`src/rtl/bus_arbiter_pkg.sv`:
```
// bus_arbiter_pkg: state encoding and default limits
// shared by the IF/MEM single-port bus arbiter.
package bus_arbiter_pkg;

    typedef enum logic [2:0] {
        ARB_IDLE     = 3'd0,
        ARB_IF_BUSY  = 3'd1,
        ARB_MEM_BUSY = 3'd2,
        ARB_IF_DRAIN = 3'd3,
        ARB_DONE     = 3'd4
    } arb_state_t;

    localparam int ARB_FAIR_MAX = 4;
    localparam int ARB_TIMEOUT  = 255;

    localparam logic [31:0] ZERO_WORD = 32'h0;
    localparam logic [3:0]  SEL_WORD  = 4'hF;

endpackage

```
`src/rtl/bus_arbiter.sv`:
```
// bus_arbiter: shares one single-port bus between IF (fetch) and MEM
// (load/store), returns read data and raises per-stage stall requests.
//   clk, rst           : clock, synchronous active-high reset
//   flush              : pipeline flush, drains an in-flight fetch
//   if_*               : fetch request / instruction return / stall
//   mem_*              : load-store request / data return / stall
//   bus_*              : single-port bus master side (req held to ack)
module bus_arbiter
    import bus_arbiter_pkg::*;
#(
    parameter int FAIR_MAX = ARB_FAIR_MAX,
    parameter int TIMEOUT  = ARB_TIMEOUT
) (
    input  logic        clk,
    input  logic        rst,
    input  logic        flush,
    input  logic        if_req,
    input  logic [31:0] if_addr,
    output logic [31:0] if_rdata,
    output logic        if_ack,
    output logic        if_err,
    output logic        if_stallreq,
    input  logic        mem_req,
    input  logic        mem_we,
    input  logic [3:0]  mem_sel,
    input  logic [31:0] mem_addr,
    input  logic [31:0] mem_wdata,
    output logic [31:0] mem_rdata,
    output logic        mem_ack,
    output logic        mem_err,
    output logic        mem_stallreq,
    output logic        bus_req,
    output logic        bus_we,
    output logic [3:0]  bus_sel,
    output logic [31:0] bus_addr,
    output logic [31:0] bus_wdata,
    input  logic [31:0] bus_rdata,
    input  logic        bus_ack
);

    localparam int FW = (FAIR_MAX < 1) ? 1 : $clog2(FAIR_MAX + 1);
    localparam int TW = (TIMEOUT < 2) ? 1 : $clog2(TIMEOUT + 1);

    arb_state_t    state;
    logic [FW-1:0] fair_cnt;
    logic [TW-1:0] tmo_cnt;

    logic fair_hit;
    logic tmo_hit;
    logic grant_mem;
    logic grant_if;

    // IF is forced through once MEM has won FAIR_MAX times in a row
    // while IF was waiting.
    assign fair_hit  = if_req && (fair_cnt == FW'(FAIR_MAX));
    assign grant_mem = mem_req && !fair_hit;
    assign grant_if  = if_req && !flush && !grant_mem;

    // This cycle is the last one allowed without bus_ack.
    assign tmo_hit = (tmo_cnt == TW'(TIMEOUT - 1));

    assign if_stallreq  = if_req & ~if_ack;
    assign mem_stallreq = mem_req & ~mem_ack;

    always_ff @(posedge clk) begin
        if (rst) begin
            state     <= ARB_IDLE;
            fair_cnt  <= '0;
            tmo_cnt   <= '0;
            bus_req   <= 1'b0;
            bus_we    <= 1'b0;
            bus_sel   <= '0;
            bus_addr  <= ZERO_WORD;
            bus_wdata <= ZERO_WORD;
            if_rdata  <= ZERO_WORD;
            if_ack    <= 1'b0;
            if_err    <= 1'b0;
            mem_rdata <= ZERO_WORD;
            mem_ack   <= 1'b0;
            mem_err   <= 1'b0;
        end else begin
            if_ack  <= 1'b0;
            if_err  <= 1'b0;
            mem_ack <= 1'b0;
            mem_err <= 1'b0;
            unique case (state)
                ARB_IDLE: begin
                    unique case (1'b1)
                        grant_mem: begin
                            state     <= ARB_MEM_BUSY;
                            tmo_cnt   <= '0;
                            bus_req   <= 1'b1;
                            bus_we    <= mem_we;
                            bus_sel   <= mem_sel;
                            bus_addr  <= mem_addr;
                            bus_wdata <= mem_wdata;
                            fair_cnt  <= if_req ? fair_cnt + FW'(1) : '0;
                        end
                        grant_if: begin
                            state     <= ARB_IF_BUSY;
                            tmo_cnt   <= '0;
                            bus_req   <= 1'b1;
                            bus_we    <= 1'b0;
                            bus_sel   <= SEL_WORD;
                            bus_addr  <= if_addr;
                            bus_wdata <= ZERO_WORD;
                            fair_cnt  <= '0;
                        end
                        default: ;
                    endcase
                end
                ARB_IF_BUSY: begin
                    if (bus_ack) begin
                        bus_req  <= 1'b0;
                        if_rdata <= bus_rdata;
                        if_ack   <= 1'b1;
                        state    <= ARB_DONE;
                    end else if (tmo_hit) begin
                        bus_req  <= 1'b0;
                        if_rdata <= ZERO_WORD;
                        if_ack   <= 1'b1;
                        if_err   <= 1'b1;
                        state    <= ARB_DONE;
                    end else if (flush) begin
                        // Bus cannot be abandoned mid-cycle; drain it.
                        state   <= ARB_IF_DRAIN;
                        tmo_cnt <= '0;
                    end else begin
                        tmo_cnt <= tmo_cnt + TW'(1);
                    end
                end
                ARB_MEM_BUSY: begin
                    if (bus_ack) begin
                        bus_req   <= 1'b0;
                        mem_rdata <= bus_we ? ZERO_WORD : bus_rdata;
                        mem_ack   <= 1'b1;
                        state     <= ARB_DONE;
                    end else if (tmo_hit) begin
                        bus_req   <= 1'b0;
                        mem_rdata <= ZERO_WORD;
                        mem_ack   <= 1'b1;
                        mem_err   <= 1'b1;
                        state     <= ARB_DONE;
                    end else begin
                        tmo_cnt <= tmo_cnt + TW'(1);
                    end
                end
                ARB_IF_DRAIN: begin
                    if (bus_ack || tmo_hit) begin
                        bus_req <= 1'b0;
                        state   <= ARB_IDLE;
                    end else begin
                        tmo_cnt <= tmo_cnt + TW'(1);
                    end
                end
                ARB_DONE: begin
                    state <= ARB_IDLE;
                end
                default: begin
                    state   <= ARB_IDLE;
                    bus_req <= 1'b0;
                end
            endcase
        end
    end

endmodule

```
`config.mk`:
```
export PLATFORM = sky130hd
export DESIGN_NAME = bus_arbiter
export DESIGN_NICKNAME = d
export VERILOG_FILES = /design/src/rtl/bus_arbiter_pkg.sv /design/src/rtl/bus_arbiter.sv
export SDC_FILE = /design/constraint.sdc
export NUM_CORES = 1
export LEC_CHECK = 0
export ABC_AREA = 1
export BUFFER_PORTS_ARGS = -buffer_cell sky130_fd_sc_hd__buf_4
export CAP_MARGIN = 20
export CORE_MARGIN = 5
export CORE_UTILIZATION = 50
export DETAILED_ROUTE_END_ITERATION = 16
export HOLD_SLACK_MARGIN = 0.12
export PLACE_DENSITY = 0.93
export SYNTH_ARGS = -nofsm -noshare
export SYNTH_HDL_FRONTEND = slang
export SYNTH_SLANG_ARGS = --single-unit
```
`constraint.sdc`:
```
create_clock -name clk -period 3 [get_ports clk]
set_input_delay 0.45 -clock clk [delete_from_list [all_inputs] [get_ports clk]]
set_output_delay 0.45 -clock clk [all_outputs]
set_load 0.05 [all_outputs]
```
* Yosys cells after proc, flatten, opt, wreduce, memory -nomap -nowiden *
Index checks and enable logic that the tools add are counted.

word-level totals
  register bits = 152
  input port bits = 139
  output and inout port bits = 140
  logic and storage cells = 96

operators by class
  add/subtract/negate cells = 2
  equality and inequality tests = 17
  mux-type cells = 34
  bitwise operators = 7
  reductions and logical operators = 22

operators by type and width
  kind                                                 count
  two-way mux 32 bit                                   4
  one-hot mux 32 bit (2 select lines)                  2
  two-way mux 8 bit                                    7
  one-hot mux 8 bit (4 select lines)                   1
  two-way mux 3 bit                                    7
  inequality test 2 bit, second input constant         7
  one-hot mux 3 bit (2 select lines)                   2
  one-hot mux 3 bit (4 select lines)                   1
  adder 8 x 1 -> 8 bit, second input constant          1
  equality test 8 bit, second input constant           1
  one-hot mux 4 bit (2 select lines)                   1
  AND reduction 4 bit                                  2
  OR reduction 2 bit                                   4
  two-way mux 1 bit                                    7
  AND reduction 7 bit                                  1
  equality test 3 x 2 -> 1 bit, second input constant  2
  equality test 3 bit, second input constant           2
  inequality test 3 bit, second input constant         2
  AND reduction 2 bit                                  3
  NOT 1 bit                                            5
  logical AND 1 bit                                    4
  inequality test 4 bit, second input constant         1
  one-hot mux 1 bit (4 select lines)                   1
  nonzero test 2 bit                                   2
  other kinds (9)                                      12

* Depth between registers and ports, before layout *
Gate-level depths: netlist of the first run.

  depth in word-level cells = 9
  gate-level depth with buffers = 12
  mapped depth without buffers = 11

* Worst setup path before layout of the first run *
No wires, ideal clock.

  path kind = reg2out
  from = reg if_ack
  to = out if_stallreq
  data arrival time = 1.190 ns
  required time = 2.550 ns
  slack = 1.360 ns
  cell stages (with the launch flop) = 2
  path buffers = 0
  path through = dfxtp_1 nor2_1

between the ends
  cells in the longest elaborated chain, start to end = 2

RTL lines
  what                      RTL line            text
  start: declaration        bus_arbiter.sv:20   output logic if_ack,
  start signal: assignment  bus_arbiter.sv:76   if_ack <= 1'b0;
  start signal: assignment  bus_arbiter.sv:82   if_ack <= 1'b0;
  start signal: assignment  bus_arbiter.sv:116  if_ack <= 1'b1;
  NOT 1 bit                 bus_arbiter.sv:62   assign if_stallreq = if_req & ~if_ack;
  AND 1 bit                 bus_arbiter.sv:62
  end: declaration          bus_arbiter.sv:22   output logic if_stallreq,

No other way between the ends.

* Worst setup path after layout of the first run *
  from = reg fair_cnt[0]
  to = reg bus_wdata[26]

between the ends
  cells in the longest elaborated chain, start to end = 8
  elaborated cells on any way between the ends = 9
  those cells by class = eq/ne: 1; mux: 1; reduce/logical: 7

RTL lines
  what                           RTL line           text
  start: declaration             bus_arbiter.sv:45  logic [FW-1:0] fair_cnt;
  start signal: assignment       bus_arbiter.sv:97  fair_cnt <= if_req ? fair_cnt + FW'(1) : '0;
  equality test 3 bit *          bus_arbiter.sv:55  assign fair_hit = if_req && (fair_cnt == FW'(FAIR_MAX));
  logical AND 1 bit *            bus_arbiter.sv:55
  logical NOT 1 bit *            bus_arbiter.sv:56  assign grant_mem = mem_req && !fair_hit;
  logical AND 1 bit *            bus_arbiter.sv:56
  logical NOT 1 bit              bus_arbiter.sv:57  assign grant_if = if_req && !flush && !grant_mem;
  logical AND 1 bit              bus_arbiter.sv:57
  nonzero test 2 bit (no line)   --
  AND reduction 2 bit (no line)  --
  end signal: assignment         bus_arbiter.sv:96  bus_wdata <= mem_wdata;
  end: declaration               bus_arbiter.sv:36  output logic [31:0] bus_wdata,

Every way passes the cells marked *; elsewhere a longest branch is shown, timed or not.
A chain may end at the register's enable or synchronous reset.

==> results of run 1 <==
[per-layer routing]
metal | track usage | up-vias | share of wire
li1 | - | 3139 | -
met1 | 0.301 | 2946 | 0.38
met5 | 0 | - | 0
met4 | 0.107 | 0 | 0.027
met3 | 0.0938 | 40 | 0.11
met2 | 0.425 | 325 | 0.48
[through the flow]
step	hold slack [ps]	power, mW	worst slack [ps]	util	cells
after floorplan	461	5.11	1360	-	800
after global placement	448	6.02	1130	0.679	1182
after detailed placement	454	6.09	1050	0.679	1182
after CTS	267	8.21	1070	0.729	1214
after global routing	274	8.59	930	0.729	1214
final	282	8.18	1060	0.729	1214
[registers in the layout, summed over array words and instances, names as in the netlist, 3 cells and up]
register   count
bus_addr      32
fair_cnt       3
tmo_cnt        8
state          3
if_rdata      32
bus_sel        4
bus_wdata     32
mem_rdata     32
[cell type report]
class | instances | area [um2] | area share
Clock buffer | 23 | 478 | 0.0548
Clock inverter | 9 | 115 | 0.0132
Inverter | 32 | 120 | 0.0138
Multi-Input combinational cell | 563 | 2590 | 0.297
Sequential cell | 152 | 3040 | 0.349
Tap cell | 147 | 184 | 0.0211
Timing Repair Buffer | 288 | 2190 | 0.251
[power by group]
group / total, mW / switching (mW) / leakage (nW) / internal [mW]
sequential: 2.64 / 0.223 / 1.24 / 2.42
combinational: 3.42 / 2.42 / 2.29 / 0.996
clock: 2.12 / 0.823 / 0.284 / 1.30
total: 8.18 / 3.47 / 3.82 / 4.71
[worst reg2reg max path, delay by kind of cell, from the launching register on]
family          cells  cell delay [ps]
compound gates      2              210
fa+ha+maj           1              160
buf+inv             3              800
flops               1              330
simple gates        3              370
[worst min-delay path by stage]
stage,from,to,slack [ps],cells after the start
CTS,mem_sel[2],bus_sel[2]$_SDFFE_PP0P_,270,3
global route,mem_sel[1],bus_sel[1]$_SDFFE_PP0P_,270,3
floorplan,fair_cnt[1]$_SDFFE_PP0P_,fair_cnt[1]$_SDFFE_PP0P_,460,2
finish,mem_sel[2],bus_sel[2]$_SDFFE_PP0P_,280,3
global placement,if_rdata[28]$_SDFFE_PP0P_,if_rdata[28]$_SDFFE_PP0P_,450,2
detailed placement,if_rdata[14]$_SDFFE_PP0P_,if_rdata[14]$_SDFFE_PP0P_,450,2
[cells in the final DEF (no fill, tap or decap), types with 5 or more instances in the layout]
cell type	count
dfxtp_1	152
a21oi_1	169
nor2_1	35
nand2_1	236
inv_2	5
clkbuf_16	17
inv_1	27
o21ai_0	36
nand3_1	52
buf_4	286
[kinds of logic after synthesis]
family | share of synthesized area
and+or+nand+nor | 0.235
AOI/OAI and AO/OA | 0.182
DFF | 0.502
buffers and inverters | 0.0718
adders and majority gates | 0.00825
xor gates and xnor gates | 0.00144
==> flow_summary.toml, run 1 <==
[finish]
final_area_um2 = 8720
nFillCells = 891
syn2layout_area_growth_pct = 43.7
drive_above_1_share = 0.318
antenna_cells = 0
nets = 1197

[synthesis]
synthFlopType = "dfxtp_1"
synthDistinctLibCells = 29
synth_edf_count = 0
ys_top_cells_by_count = "nand2_1, a21oi_1, dfxtp_1"
synthesis.area_um2 = 6060
async_flop_share = 0
syn_nets = 943
ys_seq_elements = 152
avgSynthCellArea_um2 = 7.58
ys_seq_area_frac = 0.502
synth_top_area_share = 0.502
synth_area_leader_cell = "dfxtp_1"
syn_inst = 800
synth_area_leaders = "dfxtp_1, nand2_1, a21oi_1"
synth_warnings = 0
synth.most_common_cell = "nand2_1"

[global_route]
grt_pass1_vias = 6055
grt_pass1_wl_um = 30000
grt.overflow.total = 0
track_usage = 0.257
antenna_found_initial = 0
grt_max_degree = 79

[die]
die_area_um2 = 14400
fp.dieH_um = 120
core_um2 = 12000
dieWidth_um = 120
row_count = 40
io_pins = 279
initial_core_util = 0.507

[sta]
final.min_clock_period_ps = 1940
max_slew_margin = 0.583
maxSlewViolCount = 0
tns_ps = 0
tightest_slew_ps = 625
finalClockSkew_ps = 8.42
fmax_mhz = 515
setup_violations = 0
hold_viol = 0
period_share = 0.648
rsz0062_at_grt = "false"

[drt]
viasPerCell = 5.31
dr_total_vias = 6450
antenna_left = 0
routedWlPerCell_um = 15.8
route.detailed.drc = 0
drt_iter0_drc = 557
dr.pass1.iters = 5
finalWirelength_um = 19200

[critical_path]
r2r_slack_ps = 1060
crit_type = "reg -> reg"
cp_top_family = "buffers and inverters"
cp_slowest_cell = "inv_2"
r2r_start = "fair_cnt[0]$_SDFFE_PP0P_"
path_buf_inv = 3
crit_fanout = 36
rr_worst_depth = 9
crit_path_end = "bus_wdata[26]$_SDFFE_PP0P_"
crit_chain = "inv_1, ha_1, nand3_2, nand2_4, a21oi_4, inv_2, buf_12, nand2_1, a21oi_1"
start_kind = "flop"
worst-path-stages = 9
critPathCaptureType = "flop"
critPathLaunch = "fair_cnt[0]$_SDFFE_PP0P_"
cp_data_required_time_ps = 3340
r2r_end = "bus_wdata[26]$_SDFFE_PP0P_"
max_stage_delay_ps = 450
arrival_ps = 2280

[hold_path]
hold_path_class = "in -> reg"

[clock_tree]
cts_hold_buf = 0
clk_latency_ps = 420
post_cts_resize_count = 0
cts_tree = "built"
path_clk_slew_ps = 60
cts_root_buf = "clkbuf_16"
cts_setup_buffers = 0
numCtsBuffers = 17
clock_path_buffers = 2
cts.htree.levels = 4
cts.sinks = 152

[power]
powerDensity_nw_per_um2 = 938
leakage_nw = 3.82
peakVddDrop_uv = 572

[place]
gp_congestion = 0.855
dp_hpwl_um = 13600
io_buffers = 278
place_area_um2 = 8120

[job]
maxCapViolCount = 0

[run_status]
status = "finished, final reports clean"
Power figures use the tool's default switching activity.
==> inputs of run 2 (changes only) <==
ABC_AREA = 0   (was 1)
CORE_UTILIZATION = 47   (was 50)
PLACE_DENSITY = 0.88   (was 0.93)
clock period = 1.9 ns   (was 3 ns; I/O delays follow)
==> run 2 against run 1 <==
  * Critical endpoint is now tmo_cnt[5]$_SDFFE_PP0P_
  * Area after synthesis rose by 0.50%
  * Clock power increased by 68%
  * The flow now finishes with violations (negative setup slack)
  * Via count up 4.7%
==> flow_summary.toml, run 2 <==
[run_status]
status = "finished with violations"
violations = "negative setup slack"

[critical_path]
arrival_ps = 2390
crit_type = "reg -> reg"
r2r_end = "tmo_cnt[5]$_SDFFE_PP0P_"
cp_slowest_cell = "a2111o_1"
critPathCaptureType = "flop"
crit_fanout = 8
r2r_slack_ps = -130
crit_chain = "inv_4, ha_4, and3_4, a2111o_1, a211oi_1, o211a_1"
max_stage_delay_ps = 560
rr_worst_depth = 6
r2r_start = "tmo_cnt[0]$_SDFFE_PP0P_"
cp_data_required_time_ps = 2260
start_kind = "flop"

[global_route]
grt_pass1_vias = 6309
antenna_found_initial = 1
track_usage = 0.264
grt_pass1_wl_um = 31800
grt_max_degree = 67
grt.overflow.total = 0

[hold_path]
holdPathEnd = "bus_wdata[0]$_SDFFE_PP0P_"
hold_path_class = "in -> reg"
hold_depth = 3
holdCritStartpoint = "mem_wdata[0]"

[sta]
period_share = 1.07
setup_violations = 2
finalWorstSetupSlack_ps = -127
hold_viol = 0
final.min_clock_period_ps = 2030
tightest_slew_ps = 459
tns_ps = -136
finalClockSkew_ps = 11.0
maxSlewViolCount = 0
max_slew_margin = 0.693
rsz0062_at_grt = "true"
fmax_mhz = 493

[place]
post-place-ws_ps = 73.2
dp_hpwl_um = 13400
gp_congestion = 0.842
io_buffers = 278

[synthesis]
ys_top_cells_by_count = "dfxtp_1, nor2_1, a21oi_1, o21ai_0, nand2_1"
ys_seq_elements = 152
synth_top_area_share = 0.499
avgSynthCellArea_um2 = 8.87
synth_warnings = 0
synth_area_leaders = "dfxtp_1, a21oi_1, o21ai_0"
syn_inst = 687
ys_seq_area_frac = 0.499
synthFlopType = "dfxtp_1"
synthDistinctLibCells = 52
synth_edf_count = 0
synth.most_common_cell = "dfxtp_1"
syn_nets = 830
synthesis.area_um2 = 6090
async_flop_share = 0
synth_area_leader_cell = "dfxtp_1"

[clock_tree]
cts_root_buf = "clkbuf_16"
clock_path_buffers = 2
cts.sinks = 152
cts_tree = "built"
path_clk_slew_ps = 60
cts.htree.levels = 4
numCtsBuffers = 17
clk_latency_ps = 420

[power]
p_comb_frac = 0.407
clock_power_share = 0.281
netSwitchingFraction = 0.396
p_int_mw = 7.68
peakVddDrop_uv = 809
p_seq_frac = 0.312
p_sw_mw = 5.04
leakage_nw = 4.04
powerDensity_nw_per_um2 = 1320

[die]
row_count = 41
die_area_um2 = 15300
io_pins = 279
fp.dieH_um = 124
dieWidth_um = 124
initial_core_util = 0.481
core_um2 = 12700

[finish]
syn2layout_area_growth_pct = 58.2
nets = 1130
layout_commonest_cell = "buf_4"
mostFrequentLayoutCells = "buf_4, dfxtp_1, nor2_1"
drive_above_1_share = 0.361
nFillCells = 778
regArea_um2 = 3050
multi_input_area_um2 = 2800

[drt]
drt_iter0_drc = 630
finalWirelength_um = 22500
antenna_left = 0
dr.pass1.iters = 5
viasPerCell = 5.76
routedWlPerCell_um = 19.2
dr_total_vias = 6754
route.detailed.drc = 0

[job]
maxCapViolCount = 0
run 2: cell types whose count changed in the layout (fill, tap and decap cells not counted), sizes merged, moves of 27 or more:
cell         delta
a21oi         -102
nand4          +32
dlygate4sd3    +41
mux2i          +32
inv            -27
nand3          -48
o21ai          +29
nand2         -198
nor2           +37
a211oi         +37
a22oi          +35
run 2: repair_timing:
action | CTS | global route
endpoints found under the hold margin | 41 | 0
buffers inserted | 0 | 3
pin swaps | 2 | 6
endpoints found under the setup margin | 1 | 110
gates cloned | 0 | 4
hold buffers | 41 | 0
resized for setup | 0 | 14
run 2: per-stage QoR:
stage,area [um2],util,cells,power [mW],hold slack [ps]
floorplan,6100,-,687,7.17,421
global placement,8420,0.664,1092,8.67,452
detailed placement,8420,0.664,1092,8.76,464
CTS,9450,0.746,1165,12.4,120
global route,9640,0.761,1173,13.2,129
finish,9640,0.761,1173,12.7,127
run 2: kinds of logic (layout without fill, tap and decap cells):
family	after synthesis	count (layout)	share of synthesized area
AOI/OAI and AO/OA	237	237	0.239
adders and majority gates	4	4	0.00821
buffers and inverters	75	388	0.0548
DFF	152	152	0.499
muxes	32	32	0.0526
other	0	1	0
and+or+nand+nor	187	187	0.146
run 2: area by class of cell:
class,count,share of cell area
sequential,152,0.316
tap,172,0.0223
antenna,1,0.000260
clock buffer,21,0.0467
multi-input combinational,460,0.290
inverter,6,0.00260
clock inverter,11,0.0178
timing repair buffer,350,0.305
run 2: power by group through the flow:
stage | combinational [mW] | sequential (mW) | clock [mW]
final | 5.17 | 3.97 | 3.57
after global placement | 4.68 | 3.99 | 0
after detailed placement | 4.75 | 4.01 | 0
after floorplan | 1.64 | 5.53 | 0
after CTS | 4.84 | 3.95 | 3.59
after global routing | 5.44 | 4.02 | 3.74
run 2: worst max-delay path by stage:
stage                            start                        end  slack, ps  cells after the start
6_report       tmo_cnt[0]$_SDFFE_PP0P_    tmo_cnt[5]$_SDFFE_PP0P_       -130                      6
2_1_floorplan  tmo_cnt[0]$_SDFFE_PP0P_    tmo_cnt[3]$_SDFFE_PP0P_          4                      8
3_5_place_dp   tmo_cnt[0]$_SDFFE_PP0P_  mem_rdata[5]$_SDFFE_PP0P_         70                      8
3_3_place_gp   tmo_cnt[0]$_SDFFE_PP0P_    tmo_cnt[3]$_SDFFE_PP0P_        140                      6
5_1_grt        tmo_cnt[0]$_SDFFE_PP0P_    tmo_cnt[5]$_SDFFE_PP0P_       -120                      6
4_1_cts        tmo_cnt[0]$_SDFFE_PP0P_   if_rdata[8]$_SDFFE_PP0P_          7                      8
run 2: layer usage:
metal,share of wire,up-vias,GRT usage
met5,0,-,0
met4,0.044,0,0.136
met3,0.099,88,0.0727
met2,0.50,409,0.457
met1,0.35,3157,0.297
li1,-,3100,-
run 2: worst max-delay path, delay by kind of cell (launching register included):
| family | cells | cell delay, ps |
|---|---|---|
| AOI/OAI and AO/OA | 3 | 1230 |
| adders and majority gates | 1 | 150 |
| and+or+nand+nor | 1 | 180 |
| DFF | 1 | 360 |
| buffers and inverters | 1 | 50 |
==> inputs of run 3 (changes only) <==
CORE_MARGIN = not set   (was 5)
SETUP_SLACK_MARGIN = 0.02   (was not set)
==> run 3 against run 2 <==
  * The run now ends clean
  * First-iteration DRC count decreased by 9.0%
  * Die area is 12% lower
  * Register-to-register slack improved by 190 ps
  * Setup slack improved by 190 ps
  * Critical path type unchanged
  * Count of clock-buffer cells in the layout down 1
  * Clock skew decreased by 3.6 ps
  * Via count hardly changed
  * Flip-flop and latch count did not move
  * Wire length down 2.0%
  * Hold slack gained 7.8 ps
  * Critical path depth is 3 higher
==> flow_summary.toml, run 3 (synthesis results as in run 2) <==
[drt]
viasPerCell = 5.71
dr_total_vias = 6759
route.detailed.drc = 0
drt_iter0_drc = 573
antenna_left = 0
routedWlPerCell_um = 18.6
dr.pass1.iters = 6
finalWirelength_um = 22000

[global_route]
grt_pass1_vias = 6422
grt_pass1_wl_um = 32100
antenna_found_initial = 0
track_usage = 0.308
grt.overflow.total = 0
grt_max_degree = 68

[die]
io_pins = 279
initial_core_util = 0.483
dieWidth_um = 116
die_area_um2 = 13400
row_count = 41
fp.dieH_um = 116
core_um2 = 12600

[sta]
setup_violations = 0
hold_ws_ps = 135
final.min_clock_period_ps = 1840
maxSlewViolCount = 0
hold_viol = 0
tightest_slew_ps = 565
max_slew_margin = 0.623
period_share = 0.969
fmax_mhz = 543
rsz0062_at_grt = "true"
finalClockSkew_ps = 7.46
tns_ps = 0

[finish]
drive_above_1_share = 0.373
post-route-util = 0.768
multi_input_area_um2 = 2830
nets = 1145
regArea_um2 = 3050
nFillCells = 829
syn2layout_area_growth_pct = 59.1
final_area_um2 = 9700
mostFrequentLayoutCells = "buf_4, dfxtp_1, nor2_1"
antenna_cells = 0
layout_commonest_cell = "buf_4"

[place]
gp_congestion = 0.821
io_buffers = 278
dp_hpwl_um = 12700
place_area_um2 = 8430

[critical_path]
r2r_slack_ps = 60
cpMostUsedCell = "buf_4"
r2r_start = "fair_cnt[0]$_SDFFE_PP0P_"
crit_type = "reg -> reg"
r2r_end = "tmo_cnt[1]$_SDFFE_PP0P_"
critPathLaunch = "fair_cnt[0]$_SDFFE_PP0P_"
crit_path_end = "tmo_cnt[1]$_SDFFE_PP0P_"
start_kind = "flop"
cp_slowest_cell = "o31ai_2"
crit_chain = "inv_1, ha_2, a21boi_1, buf_4, buf_4, o31ai_2, buf_4, nand3_1, a21oi_1"
max_stage_delay_ps = 340
rr_worst_depth = 9
critPathCaptureType = "flop"
arrival_ps = 2180
crit_fanout = 7
cp_data_required_time_ps = 2240

[power]
peakVddDrop_uv = 830
leakage_nw = 4.08
powerDensity_nw_per_um2 = 1280

[hold_path]
hold_path_class = "in -> reg"

[run_status]
status = "finished, final reports clean"

[job]
maxCapViolCount = 0

[clock_tree]
clock_path_buffers = 2
cts_root_buf = "clkbuf_16"
cts_tree = "built"
numCtsBuffers = 17
cts.sinks = 152
clk_latency_ps = 420
path_clk_slew_ps = 60
cts.htree.levels = 4
==> run 3: changes by cell type in the layout (fill, tap and decap cells not counted), moves of 4 or more <==
cell and change:
dlygate4sd3_1 +4, a211oi_2 +4, a211oi_1 -4, buf_4 +11
==> run 3: layer usage <==
| layer | routed length, um | global-route usage | vias up |
|---|---|---|---|
| li1 | - | - | 3124 |
| met1 | 8420 | 0.347 | 3207 |
| met2 | 11100 | 0.517 | 350 |
| met3 | 1610 | 0.0910 | 78 |
| met4 | 893 | 0.182 | 0 |
| met5 | 0 | 0 | - |
==> run 3: how the worst min path moves through the flow <==
stage,start,endpoint,slack [ps],cells past startpoint
after detailed placement,mem_rdata[13]$_SDFFE_PP0P_,mem_rdata[13]$_SDFFE_PP0P_,470,2
after CTS,bus_rdata[22],if_rdata[22]$_SDFFE_PP0P_,120,3
after floorplan,bus_rdata[0],if_rdata[0]$_SDFFE_PP0P_,420,2
final,mem_wdata[17],bus_wdata[17]$_SDFFE_PP0P_,130,3
after global routing,bus_rdata[22],if_rdata[22]$_SDFFE_PP0P_,120,3
after global placement,tmo_cnt[4]$_SDFFE_PP0P_,tmo_cnt[4]$_SDFFE_PP0P_,460,1
==> run 3: critical path: cells and delay by family, from the launching register on <==
kind / cells / cell delay (ps)
flip-flops: 1 / 320
adder cells (fa/ha/maj): 1 / 190
AO/OA/AOI/OAI: 3 / 580
buffers and inverters: 4 / 600
AND/OR/NAND/NOR: 1 / 90
==> run 3: what timing repair did <==
action / 4_1_cts / 5_1_grt
setup buffers: 2 / 12
resized for setup: 1 / 16
pin swaps: 0 / 7
hold buffers: 45 / 0
setup endpoints to repair: 18 / 103
cloned: 1 / 3
hold endpoints to repair: 45 / 0
==> run 3: layout make-up <==
| class | count | area share |
|---|---|---|
| clock inverters | 9 | 0.0107 |
| multi-input cells | 461 | 0.292 |
| repair buffers | 364 | 0.312 |
| well taps | 172 | 0.0222 |
| clock buffers | 20 | 0.0461 |
| inverters | 6 | 0.00232 |
| flip-flops and latches | 152 | 0.314 |
==> run 3: power by group <==
group,internal [mW],leakage (nW),switching [mW]
clock network,1.94,0.267,1.27
registers,3.68,1.24,0.311
logic,1.79,2.57,3.44
total,7.40,4.08,5.02
==> run 3: per-stage QoR <==
step	power [mW]	setup WS, ps	instances
after floorplan	7.17	23.2	687
after global placement	8.63	93.3	1092
after detailed placement	8.74	11.4	1092
after CTS	12.1	27.4	1169
after global routing	12.9	-32.1	1184
final	12.4	58.6	1184
